===== config.mk =====
export PLATFORM = sky130hd
export DESIGN_NAME = mult_div_unit_flat
export DESIGN_NICKNAME = d
export VERILOG_FILES = /design/src/rtl/mult_div_unit_pkg.sv /design/src/rtl/mult_div_unit_if.sv /design/src/rtl/mult_div_unit.sv /design/src/flat_wrapper.sv
export SDC_FILE = /design/constraint.sdc
export NUM_CORES = 1
export LEC_CHECK = 0
export CAP_MARGIN = 20
export CORE_UTILIZATION = 54
export CTS_CLUSTER_SIZE = 25
export DETAILED_ROUTE_END_ITERATION = 16
export GPL_ROUTABILITY_DRIVEN = 0
export PLACE_DENSITY_LB_ADDON = 0.12
export SLEW_MARGIN = 10
export SYNTH_ARGS = -nofsm -noshare
export SYNTH_HDL_FRONTEND = slang
export SYNTH_SLANG_ARGS = --single-unit

===== constraint.sdc =====
create_clock -name clk -period 5.28 [get_ports clk]
set_input_delay 1.056 -clock clk [delete_from_list [all_inputs] [get_ports clk]]
set_output_delay 1.056 -clock clk [all_outputs]
set_load 0.02 [all_outputs]

===== src/rtl/mult_div_unit_pkg.sv =====
// mult_div_unit_pkg: shared op encodings, FSM states and default width for the mult/div unit
package mult_div_unit_pkg;
    localparam int WIDTH_DEF = 32;
    typedef enum logic [1:0] {OP_MULU = 2'b00, OP_MUL = 2'b01, OP_DIVU = 2'b10, OP_DIV = 2'b11} op_e;
    typedef enum logic [1:0] {S_IDLE, S_CALC, S_FIX, S_DONE} state_e;
endpackage


===== src/rtl/mult_div_unit_if.sv =====
// mult_div_unit_if: request/result bundle between control FSM (master) and the mult/div unit (slave)
interface mult_div_unit_if
    import mult_div_unit_pkg::*;
#(
    parameter int WIDTH = WIDTH_DEF
);
    logic             start;
    logic [1:0]       op;
    logic [WIDTH-1:0] opA;
    logic [WIDTH-1:0] opB;
    logic             busy;
    logic             done;
    logic             div_by_zero;
    logic [WIDTH-1:0] hi;
    logic [WIDTH-1:0] lo;
    modport master (output start, op, opA, opB, input busy, done, div_by_zero, hi, lo);
    modport slave  (input start, op, opA, opB, output busy, done, div_by_zero, hi, lo);
endinterface


===== src/rtl/mult_div_unit.sv =====
// mult_div_unit: iterative shift-add multiplier / restoring divider, one bit per cycle,
// operating on magnitudes with sign correction in a single FIX cycle.
module mult_div_unit
    import mult_div_unit_pkg::*;
#(
    parameter int WIDTH = WIDTH_DEF
) (
    input  logic            clk,
    input  logic            reset,
    mult_div_unit_if.slave  bus
);
    localparam int CW = $clog2(WIDTH) + 1;
    state_e           state_q, state_d;
    op_e              op_q, op_d;
    logic [CW-1:0]    cnt_q, cnt_d;
    logic [WIDTH-1:0] a_q, a_d, sh_q, sh_d, hi_q, hi_d, lo_q, lo_d;
    logic [WIDTH:0]   acc_q, acc_d;
    logic             negq_q, negq_d, negr_q, negr_d, dz_q, dz_d, dbz_q, dbz_d;
    logic             accept, a_neg, b_neg, zero;
    logic [WIDTH:0]   sum, rem_sh, diff;
    logic [2*WIDTH-1:0] prod;
    always_comb begin
        accept = bus.start && (state_q == S_IDLE || state_q == S_DONE);
        a_neg  = bus.op[0] && bus.opA[WIDTH-1];
        b_neg  = bus.op[0] && bus.opB[WIDTH-1];
        zero   = bus.op[1] && bus.opB == '0;
        sum    = acc_q + (sh_q[0] ? {1'b0, a_q} : '0);
        rem_sh = {acc_q[WIDTH-1:0], sh_q[WIDTH-1]};
        diff   = rem_sh - {1'b0, a_q};
        prod   = {acc_q[WIDTH-1:0], sh_q};
        state_d = state_q;
        op_d    = op_q;
        cnt_d   = cnt_q;
        a_d     = a_q;
        acc_d   = acc_q;
        sh_d    = sh_q;
        hi_d    = hi_q;
        lo_d    = lo_q;
        negq_d  = negq_q;
        negr_d  = negr_q;
        dz_d    = dz_q;
        dbz_d   = dbz_q;
        case (state_q)
            S_CALC: begin
                cnt_d = cnt_q + 1'b1;
                // divide: a set borrow bit means the trial subtraction failed, so restore
                acc_d = op_q[1] ? (diff[WIDTH] ? rem_sh : diff) : {1'b0, sum[WIDTH:1]};
                sh_d  = op_q[1] ? {sh_q[WIDTH-2:0], !diff[WIDTH]} : {sum[0], sh_q[WIDTH-1:1]};
                state_d = (cnt_q == CW'(WIDTH - 1)) ? S_FIX : S_CALC;
            end
            S_FIX: begin
                state_d = S_DONE;
                dbz_d   = dz_q;
                if (dz_q) begin
                    hi_d = sh_q;
                    lo_d = '1;
                end else if (op_q[1]) begin
                    hi_d = negr_q ? -acc_q[WIDTH-1:0] : acc_q[WIDTH-1:0];
                    lo_d = negq_q ? -sh_q : sh_q;
                end else begin
                    {hi_d, lo_d} = negq_q ? -prod : prod;
                end
            end
            S_DONE: state_d = S_IDLE;
            default: state_d = state_q;
        endcase
        // divide by zero skips CALC; sh carries the raw dividend to hi
        if (accept) begin
            state_d = zero ? S_FIX : S_CALC;
            op_d    = op_e'(bus.op);
            cnt_d   = '0;
            a_d     = b_neg ? -bus.opB : bus.opB;
            acc_d   = '0;
            sh_d    = (a_neg && !zero) ? -bus.opA : bus.opA;
            negq_d  = a_neg ^ b_neg;
            negr_d  = a_neg;
            dz_d    = zero;
            dbz_d   = 1'b0;
        end
    end
    always_ff @(posedge clk) begin
        if (reset) begin
            state_q <= S_IDLE;
            op_q    <= OP_MULU;
            cnt_q   <= '0;
            a_q     <= '0;
            acc_q   <= '0;
            sh_q    <= '0;
            hi_q    <= '0;
            lo_q    <= '0;
            negq_q  <= 1'b0;
            negr_q  <= 1'b0;
            dz_q    <= 1'b0;
            dbz_q   <= 1'b0;
        end else begin
            state_q <= state_d;
            op_q    <= op_d;
            cnt_q   <= cnt_d;
            a_q     <= a_d;
            acc_q   <= acc_d;
            sh_q    <= sh_d;
            hi_q    <= hi_d;
            lo_q    <= lo_d;
            negq_q  <= negq_d;
            negr_q  <= negr_d;
            dz_q    <= dz_d;
            dbz_q   <= dbz_d;
        end
    end
    assign bus.busy        = state_q == S_CALC || state_q == S_FIX;
    assign bus.done        = state_q == S_DONE;
    assign bus.div_by_zero = dbz_q;
    assign bus.hi          = hi_q;
    assign bus.lo          = lo_q;
endmodule


===== src/flat_wrapper.sv =====
// flat-port wrapper written by rule: the top's interface ports become plain ports
module mult_div_unit_flat import mult_div_unit_pkg::*;
#(
    parameter int WIDTH = WIDTH_DEF
)
  (clk, reset, bus_start, bus_op, bus_opA, bus_opB, bus_busy, bus_done, bus_div_by_zero, bus_hi, bus_lo);
  mult_div_unit_if #(.WIDTH(WIDTH)) bus_i ();
  input  logic clk;
  input  logic reset;
  input wire logic [$bits(bus_i.start)-1:0] bus_start;
  input wire logic [$bits(bus_i.op)-1:0] bus_op;
  input wire logic [$bits(bus_i.opA)-1:0] bus_opA;
  input wire logic [$bits(bus_i.opB)-1:0] bus_opB;
  output wire logic [$bits(bus_i.busy)-1:0] bus_busy;
  output wire logic [$bits(bus_i.done)-1:0] bus_done;
  output wire logic [$bits(bus_i.div_by_zero)-1:0] bus_div_by_zero;
  output wire logic [$bits(bus_i.hi)-1:0] bus_hi;
  output wire logic [$bits(bus_i.lo)-1:0] bus_lo;
  assign bus_i.start = bus_start;
  assign bus_i.op = bus_op;
  assign bus_i.opA = bus_opA;
  assign bus_i.opB = bus_opB;
  assign bus_busy = bus_i.busy;
  assign bus_done = bus_i.done;
  assign bus_div_by_zero = bus_i.div_by_zero;
  assign bus_hi = bus_i.hi;
  assign bus_lo = bus_i.lo;
  mult_div_unit #(.WIDTH(WIDTH)) u_core (.clk(clk), .reset(reset), .bus(bus_i));
endmodule

==> impl_metrics.json, run 1 <==
{
  "status": "complete, no violations",
  "antenna_found_initial": 1,
  "cts_sinks": 174,
  "ys_async_sr_fraction_pct": 0,
  "worstPathArrival_ns": 4.75,
  "p_leak_nw": 5.88,
  "switching_share_pct": 49.9,
  "p_switching_mw": 4.36,
  "ys_top_cells_by_area": "dfxtp_1 (25%), ha_1 (6.6%), a211oi_1 (6.5%)",
  "reg2reg_from": "u_core.sh_q[31]",
  "syn_avg_cell_area_um2": 7.56,
  "yosysMostFrequentCell": "nor2_1",
  "fmax_mhz": 225,
  "fill_cells": 2264,
  "critical_path.max_stage_delay_ns": 0.42,
  "finalCritPeriodShare_pct": 84.2,
  "clk_latency_ns": 0.46,
  "placed_cell_area_um2": 15200,
  "crit_slowest_cell": "dfxtp_1",
  "hold_path.class": "reg2reg",
  "htreeDepth": 4,
  "cts_hold_buf": 0,
  "synth.cell_area_um2": 13800,
  "fin_crit_ns": 4.45,
  "first_pass_iters": 6,
  "drtIter0Drc": 1562,
  "finalInstanceArea_um2": 15800,
  "synth_cell_type_count": 79,
  "synthFlopType": "dfxtp_1",
  "syn2layout_area_growth_pct": 14.6,
  "crit_type": "reg2reg",
  "tritoncts": "built",
  "post-cts-setup-buffers": 0,
  "yosys-top-cells-count": "nor2_1 (237), dfxtp_1 (174), nand2_1 (135), a21oi_1 (130), clkbuf_1 (122)",
  "power_frac_seq_pct": 25.7,
  "synth_top_area_share_pct": 25.2,
  "ctsResizeCount": 0,
  "synth-seq-cells": 174,
  "initial_utilization_pct": 55.0,
  "drive_gt1_share_pct": 4.84,
  "tightest_slew_ns": 1.03,
  "vias_per_cell": 6.33,
  "core_um2": 25100,
  "crit_path_start_kind": "register",
  "grt_pass1_wl_um": 68300,
  "fin_worst_skew_ns": 0.0141,
  "final_cells": 2210,
  "rsz0062_at_grt": "no",
  "maxCapViolCount": 0,
  "power_density_nw_per_um2": 552,
  "relSlewSlack_pct": 31.3,
  "drc_errors": 0,
  "die-height_um": 162,
  "finalHoldViolations": 0,
  "yosys_warnings": 0,
  "setup-violations-final": 0,
  "grt_max_degree": 92,
  "grtUsageTotal_pct": 33.1,
  "hp-start": "u_core.bus.hi[2]",
  "wl_um": 43700,
  "cts_buffers": 17,
  "clock-root-buffer": "clkbuf_16",
  "ant_nets": 0,
  "fin_nets": 2011,
  "yosysTopAreaCell": "dfxtp_1",
  "grt_pass1_vias": 12500,
  "peakVddDrop_mv": 0.288,
  "synth_edf_count": 0,
  "setup_tns_ns": 0,
  "pwr-share-clk_pct": 15.1,
  "cts.clk_slew.worst_paths_ns": 0.08,
  "rows": 58,
  "cp_max_fo": 13,
  "seq_area_frac_synth_pct": 25.2,
  "dp_hpwl_um": 33200,
  "io_buffers": 135,
  "hold_slack_ns": 0.475,
  "synth_fp_nets": 1969,
  "cp_cell_sequence": "inv_1 -> ha_1 -> fa_1 -> nor2b_1 -> o31a_1 -> o21ai_0 -> o41ai_1 -> buf_4 -> o211ai_1 -> o21ai_0 -> a21o_1 -> a21o_1 -> ha_1 -> inv_1 -> nand3_1 -> o221ai_1 -> a221oi_1",
  "syn_inst": 1825,
  "overflow": 0,
  "pwr-share-comb_pct": 59.2,
  "total_power_mw": 8.74,
  "startpoint": "u_core.sh_q[31]",
  "wl_per_cell_um": 19.8,
  "diodes": 0,
  "vias": 14000,
  "dp_cells": 2178,
  "endpoint_kind": "register",
  "intPower_mw": 4.38,
  "maxSlewViolCount": 0,
  "die_area_um2": 26200,
  "die_width_um": 162,
  "cp.required_ns": 5.59,
  "cts_max_path_buffers": 2,
  "num_io_pins": 136
}
[layer usage]
metal / global-route usage, % / up-vias / routed length [um]
met3: 5.03 / 116 / 3730
met1: 45.7 / 6522 / 19200
li1: - / 6711 / -
met5: 0 / - / 13
met2: 50.8 / 637 / 19100
met4: 14.5 / 2 / 1620
[final cells by class]
class | count | area (um2) | share of cell area [%]
inverter | 67 | 251 | 1.59
clock buffer | 17 | 425 | 2.69
sequential | 174 | 3490 | 22.0
multi-input combinational | 1453 | 9570 | 60.5
tap | 330 | 413 | 2.61
clock inverter | 15 | 188 | 1.19
timing repair buffer | 154 | 1490 | 9.43
[power groups by stage]
stage	clock [mW]	combinational [mW]	sequential (mW)
finish	1.32	5.17	2.25
global placement	0	5.00	2.24
detailed placement	0	5.05	2.25
floorplan	0	3.80	2.07
CTS	1.32	5.08	2.22
global route	1.38	5.67	2.28
[worst paths after layout]
path,endpoint,slack (ns),cells past startpoint
worst min register to register,u_core.bus.hi[2],0.47,2
worst max register to register,u_core.acc_q[24],0.83,17
worst max-delay path,u_core.acc_q[24],0.83,17
worst min-delay path,u_core.bus.hi[2],0.47,2
[flip-flops by register name, indices dropped and copies added (netlist names)]
name	cells
u_core.acc_q	33
u_core.a_q	32
u_core.bus.hi	32
u_core.bus.lo	32
u_core.sh_q	32
u_core.cnt_q	6
u_core.state_q	2
u_core.bus.div_by_zero	1
u_core.dz_q	1
u_core.negq_q	1
u_core.negr_q	1
u_core.op_q	1
[critical path, delay by kind of cell, from the launching register on]
family	cells	cell delay, ns
AO/OA/AOI/OAI	9	1.82
adder cells (fa/ha/maj)	3	0.88
buffers and inverters	3	0.69
flip-flops	1	0.42
AND/OR/NAND/NOR	2	0.49
[layout by cell type (no fill, tap or decap), drive strengths merged, types with 21 or more instances in the layout]
master         count
o31ai             26
o21ai            123
nand3             31
xnor2             84
dfxtp            174
nand2b            25
a21o              32
clkdlybuf4s50    134
nor3              23
nand2            135
nor2             238
a211oi           119
o211ai            21
inv               74
mux2i             51
a21oi            130
xor2              85
ha                73
or3               24
[per-stage QoR]
step           util [%]  worst slack (ns)
2_1_floorplan         -              1.08
3_3_place_gp       60.6              1.08
3_5_place_dp       60.6             0.931
4_1_cts            63.0             0.902
5_1_grt            63.0             0.511
6_report           63.0             0.832
[cells by family after synthesis]
kind of cell | after synthesis | synth area share [%]
flops | 174 | 25.2
xor+xnor | 169 | 10.7
simple gates | 574 | 19.4
compound gates | 580 | 28.2
fa+ha+maj | 75 | 6.91
buf+inv | 198 | 5.51
mux | 55 | 4.03
Power figures use the tool's default switching activity.
==> run 2: changes to the inputs <==
--- a/config.mk
+++ b/config.mk
@@ -6,7 +6,7 @@
 export NUM_CORES = 1
 export LEC_CHECK = 0
 export CAP_MARGIN = 20
-export CORE_UTILIZATION = 54
+export CORE_UTILIZATION = 53
 export CTS_CLUSTER_SIZE = 25
 export DETAILED_ROUTE_END_ITERATION = 16
 export GPL_ROUTABILITY_DRIVEN = 0
==> constraint.sdc (replaced) <==
create_clock -name clk -period 4 [get_ports clk]
set_input_delay 0.8 -clock clk [delete_from_list [all_inputs] [get_ports clk]]
set_output_delay 0.8 -clock clk [all_outputs]
set_load 0.02 [all_outputs]
==> impl_metrics.json, run 2 (synthesis gave the netlist of run 1 again) <==
{
  "status": "complete, no violations",
  "cp_top_family": "compound AO/OA/AOI/OAI gates",
  "cts_buffers": 17,
  "htreeDepth": 4,
  "pwr-share-comb_pct": 62.7,
  "antenna_found_initial": 0,
  "io_buffers": 135,
  "hold_path_end": "u_core.a_q[19]",
  "grt_max_degree": 85,
  "tightest_slew_ns": 1.06,
  "die-height_um": 163,
  "initial_utilization_pct": 54.5,
  "vias": 14200,
  "power_frac_seq_pct": 22.6,
  "power_density_nw_per_um2": 747,
  "fin_crit_ns": 3.86,
  "relSlewSlack_pct": 29.4,
  "final_util_pct": 64.6,
  "ant_nets": 0,
  "die_area_um2": 26700,
  "setup_tns_ns": 0,
  "pwr-share-clk_pct": 14.7,
  "finalHoldViolations": 0,
  "cp_max_fo": 9,
  "crit_slowest_cell": "dfxtp_1",
  "drtIter0Drc": 1342,
  "maxSlewViolCount": 0,
  "syn2layout_area_growth_pct": 18.5,
  "core_um2": 25300,
  "largest_register": "u_core.acc_q",
  "cts_hold_buf": 0,
  "cts_max_path_buffers": 2,
  "fin_nets": 2068,
  "r2r_slack_ns": 0.14,
  "hold_path_depth": 2,
  "dp_hpwl_um": 33000,
  "cp.required_ns": 4.35,
  "reg2reg_depth": 15,
  "most-common-layout-cells": "nor2_1 (237), dfxtp_1 (173), nand2_1 (135)",
  "worstPathArrival_ns": 4.21,
  "clock-root-buffer": "clkbuf_16",
  "crit_buf_inv": 2,
  "endpoint_kind": "register",
  "clk_latency_ns": 0.45,
  "cts.clk_slew.worst_paths_ns": 0.08,
  "peakVddDrop_mv": 0.443,
  "finalCritPeriodShare_pct": 96.5,
  "p_switching_mw": 6.04,
  "grtUsageTotal_pct": 33.1,
  "drive_gt1_share_pct": 8.21,
  "overflow": 0,
  "total_power_mw": 12.2,
  "switching_share_pct": 49.5,
  "intPower_mw": 6.17,
  "fill_cells": 2257,
  "maxCapViolCount": 0,
  "diodes": 0,
  "reg2reg_from": "u_core.acc_q[15]",
  "setup-violations-final": 0,
  "num_io_pins": 136,
  "tritoncts": "built",
  "hp-start": "u_core.a_q[19]",
  "wl_per_cell_um": 19.4,
  "die_width_um": 163,
  "fmax_mhz": 259,
  "hold_path.class": "reg2reg",
  "final_common_cell": "nor2_1",
  "vias_per_cell": 6.26,
  "largest_register_ffs": 33,
  "drc_errors": 0,
  "crit_type": "reg2reg",
  "crit_path_start_kind": "register",
  "critical_path.max_stage_delay_ns": 0.65,
  "grt_pass1_vias": 12900,
  "rows": 58,
  "wl_um": 44000,
  "first_pass_iters": 7,
  "grt_pass1_wl_um": 69700,
  "p_leak_nw": 6.19,
  "path_depth": 15,
  "cts_sinks": 174,
  "cp_cell_sequence": "ha_1 -> inv_1 -> nor2_1 -> a22oi_2 -> o41ai_4 -> o211ai_1 -> o21ai_1 -> a21o_1 -> a21o_1 -> ha_4 -> inv_1 -> or4_1 -> mux2i_1 -> a2111oi_2 -> a211oi_1",
  "r2r-end": "u_core.acc_q[29]",
  "fin_worst_skew_ns": 0.0148
}
run 2: changes by cell type in the layout (fill, tap and decap cells not counted), sizes merged:
cell,change
inv,-1
clkinv,+1
buf,+57
run 2: area by class of cell:
type                       count  area, um2  area share (%)
sequential                   174       3490            21.3
tap                          330        413            2.53
inverter                      67        251            1.54
clock inverter                15        205            1.25
multi-input combinational   1453       9640            58.9
timing repair buffer         211       1930            11.8
clock buffer                  17        425            2.60
run 2: how the worst max path moves through the flow:
stage                     start               end  slack [ns]
3_5_place_dp    u_core.sh_q[31]  u_core.acc_q[29]        0.06
5_1_grt        u_core.acc_q[15]  u_core.acc_q[29]      -0.001
2_1_floorplan   u_core.sh_q[31]  u_core.acc_q[18]        0.02
4_1_cts         u_core.sh_q[31]  u_core.acc_q[29]        0.04
6_report       u_core.acc_q[15]  u_core.acc_q[29]        0.14
3_3_place_gp         bus_opB[0]   u_core.sh_q[20]        0.19
run 2: power groups by stage:
stage / sequential, mW / clock (mW) / combinational (mW)
finish: 2.76 / 1.79 / 7.66
global route: 2.81 / 1.87 / 8.29
CTS: 2.74 / 1.80 / 7.41
detailed placement: 2.77 / 0 / 7.37
global placement: 2.76 / 0 / 7.27
floorplan: 2.73 / 0 / 5.03
run 2: repair_timing:
action                     CTS  global route
setup endpoints to repair    0            25
gates resized for setup      0            13
hold endpoints to repair     0             0
buffers inserted             0             2
run 2: per-stage QoR:
| stage | hold slack, ns | setup WS (ns) | cells | cell area (um2) |
|---|---|---|---|---|
| 2_1_floorplan | 0.432 | 0.0173 | 1825 | 13800 |
| 3_3_place_gp | 0.443 | 0.194 | 2233 | 15600 |
| 3_5_place_dp | 0.446 | 0.0638 | 2233 | 15600 |
| 4_1_cts | 0.463 | 0.0351 | 2265 | 16300 |
| 5_1_grt | 0.478 | -0.00121 | 2267 | 16400 |
| 6_report | 0.457 | 0.139 | 2267 | 16400 |
run 2: worst min-delay path, stage by stage (launching register included):
cell	delay, ns
dfxtp_1	0.31
nand2_1	0.05
a21oi_1	0.05
run 2: routing by layer:
metal	vias up	global-route usage, %	share of wire, %
met2	684	50.3	43
met4	0	11.7	3.0
met1	6581	46.7	44
met5	-	0	0
li1	6815	-	-
met3	101	5.76	9.2
==> RTL edit (config.mk and constraints of run 2) <==
`WIDTH_DEF`: 32 -> 64.
--- a/src/rtl/mult_div_unit_pkg.sv
+++ b/src/rtl/mult_div_unit_pkg.sv
@@ -1,6 +1,6 @@
 // mult_div_unit_pkg: shared op encodings, FSM states and default width for the mult/div unit
 package mult_div_unit_pkg;
-    localparam int WIDTH_DEF = 32;
+    localparam int WIDTH_DEF = 64;
     typedef enum logic [1:0] {OP_MULU = 2'b00, OP_MUL = 2'b01, OP_DIVU = 2'b10, OP_DIV = 2'b11} op_e;
     typedef enum logic [1:0] {S_IDLE, S_CALC, S_FIX, S_DONE} state_e;
 endpackage
Ports: changed (resized bus_hi, bus_lo, bus_opA and bus_opB); port bits go from 136 to 264. The function was not compared with the original's and may differ.
==> RTL edit against run 2 <==
- the run now ends with negative setup slack left
- setup slack worse by 0.59 ns
- sequential cell count up 161
- synthesized area up 100%
- design area up 130%
- core utilization up 6.5 points
- via count up 140%
- total power rose to 2.6 times the old value
- wire length rose to 2.7 times the old value
- largest power group unchanged
- highest routed layer is now met5
==> RTL edit: results <==
[synth]
avgSynthCellArea_sq_um = 7.259
synthTopCellsByCount = "541 x nor2_1, 335 x dfxtp_1, 332 x a21oi_1"
yosys.cell_types.count = 92

[final_layout]
seqCellArea_sq_um = 6726
multi_input_gates = 3123
syn2layout_area_growth_pct = 32.28
multi_input_area_sq_um = 20630
layout.cells.non_filler = 5187
n_all_inverters = 132
n_clock_buffer = 53

[drt]
drt-initial-drc-count = 4629
topRoutingLayerUsed = "met5"

[power]
p_leak_uw = 0.01503
peakVddDrop_v = 0.0007446

[clocking]
cts_resized = 44
cts_buffers = 39
postCtsSetupBuffers = 11

[worst_setup_path]
cp-startpoint = "u_core.a_q[20]"
path_max_fanout = 8
max_stage_delay_ns = 0.43

[global_routing]
antenna_found_initial = 1
track_usage = 0.4148
grt_pass1_vias = 29770
use_met1 = 0.5623
grt_max_degree = 158

[timing]
fin_ws_ns = -0.4459
worstMarginPinSlew_ns = 1.041
final-setup-viol-count = 65
skew_ns = 0.02852

[min_path]
hp-start = "u_core.a_q[58]"

[placed_design]
place_area_sq_um = 34950
dp_hpwl_mm = 90.18
numPlacedInstances = 5087

[run_status]
violations = "negative setup slack"
outcome = "finished, violations left"
==> RTL edit: cell types whose count changed after synthesis, sizes merged, moves of 128 or more <==
cell,run 2,this run
dfxtp,174,335
o21ai,123,268
a21oi,130,334
nor2,238,542
nand2,135,303
clkbuf,122,274
xnor2,84,212
==> RTL edit: cell families after synthesis <==
family | after synthesis
and+or+nand+nor | 1288
xor gates and xnor gates | 342
AOI/OAI and AO/OA | 1233
buffers and inverters | 431
muxes | 121
adders and majority gates | 139
DFF | 335
==> RTL edit: path summary, 6_finish.rpt <==
| check | slack (ns) | to | cells past startpoint |
|---|---|---|---|
| min reg2reg | 0.45 | u_core.a_q[58] | 2 |
| max reg2reg | -0.45 | u_core.acc_q[17] | 19 |
| min | 0.45 | u_core.a_q[58] | 2 |
| max | -0.45 | u_core.acc_q[17] | 19 |
==> RTL edit: power breakdown <==
part	total (uW)	internal, uW	leakage [uW]	switching, uW
Clock	3730	2130	0.000647	1600
Combinational	22400	9460	0.0116	12900
Sequential	5150	4290	0.00275	864
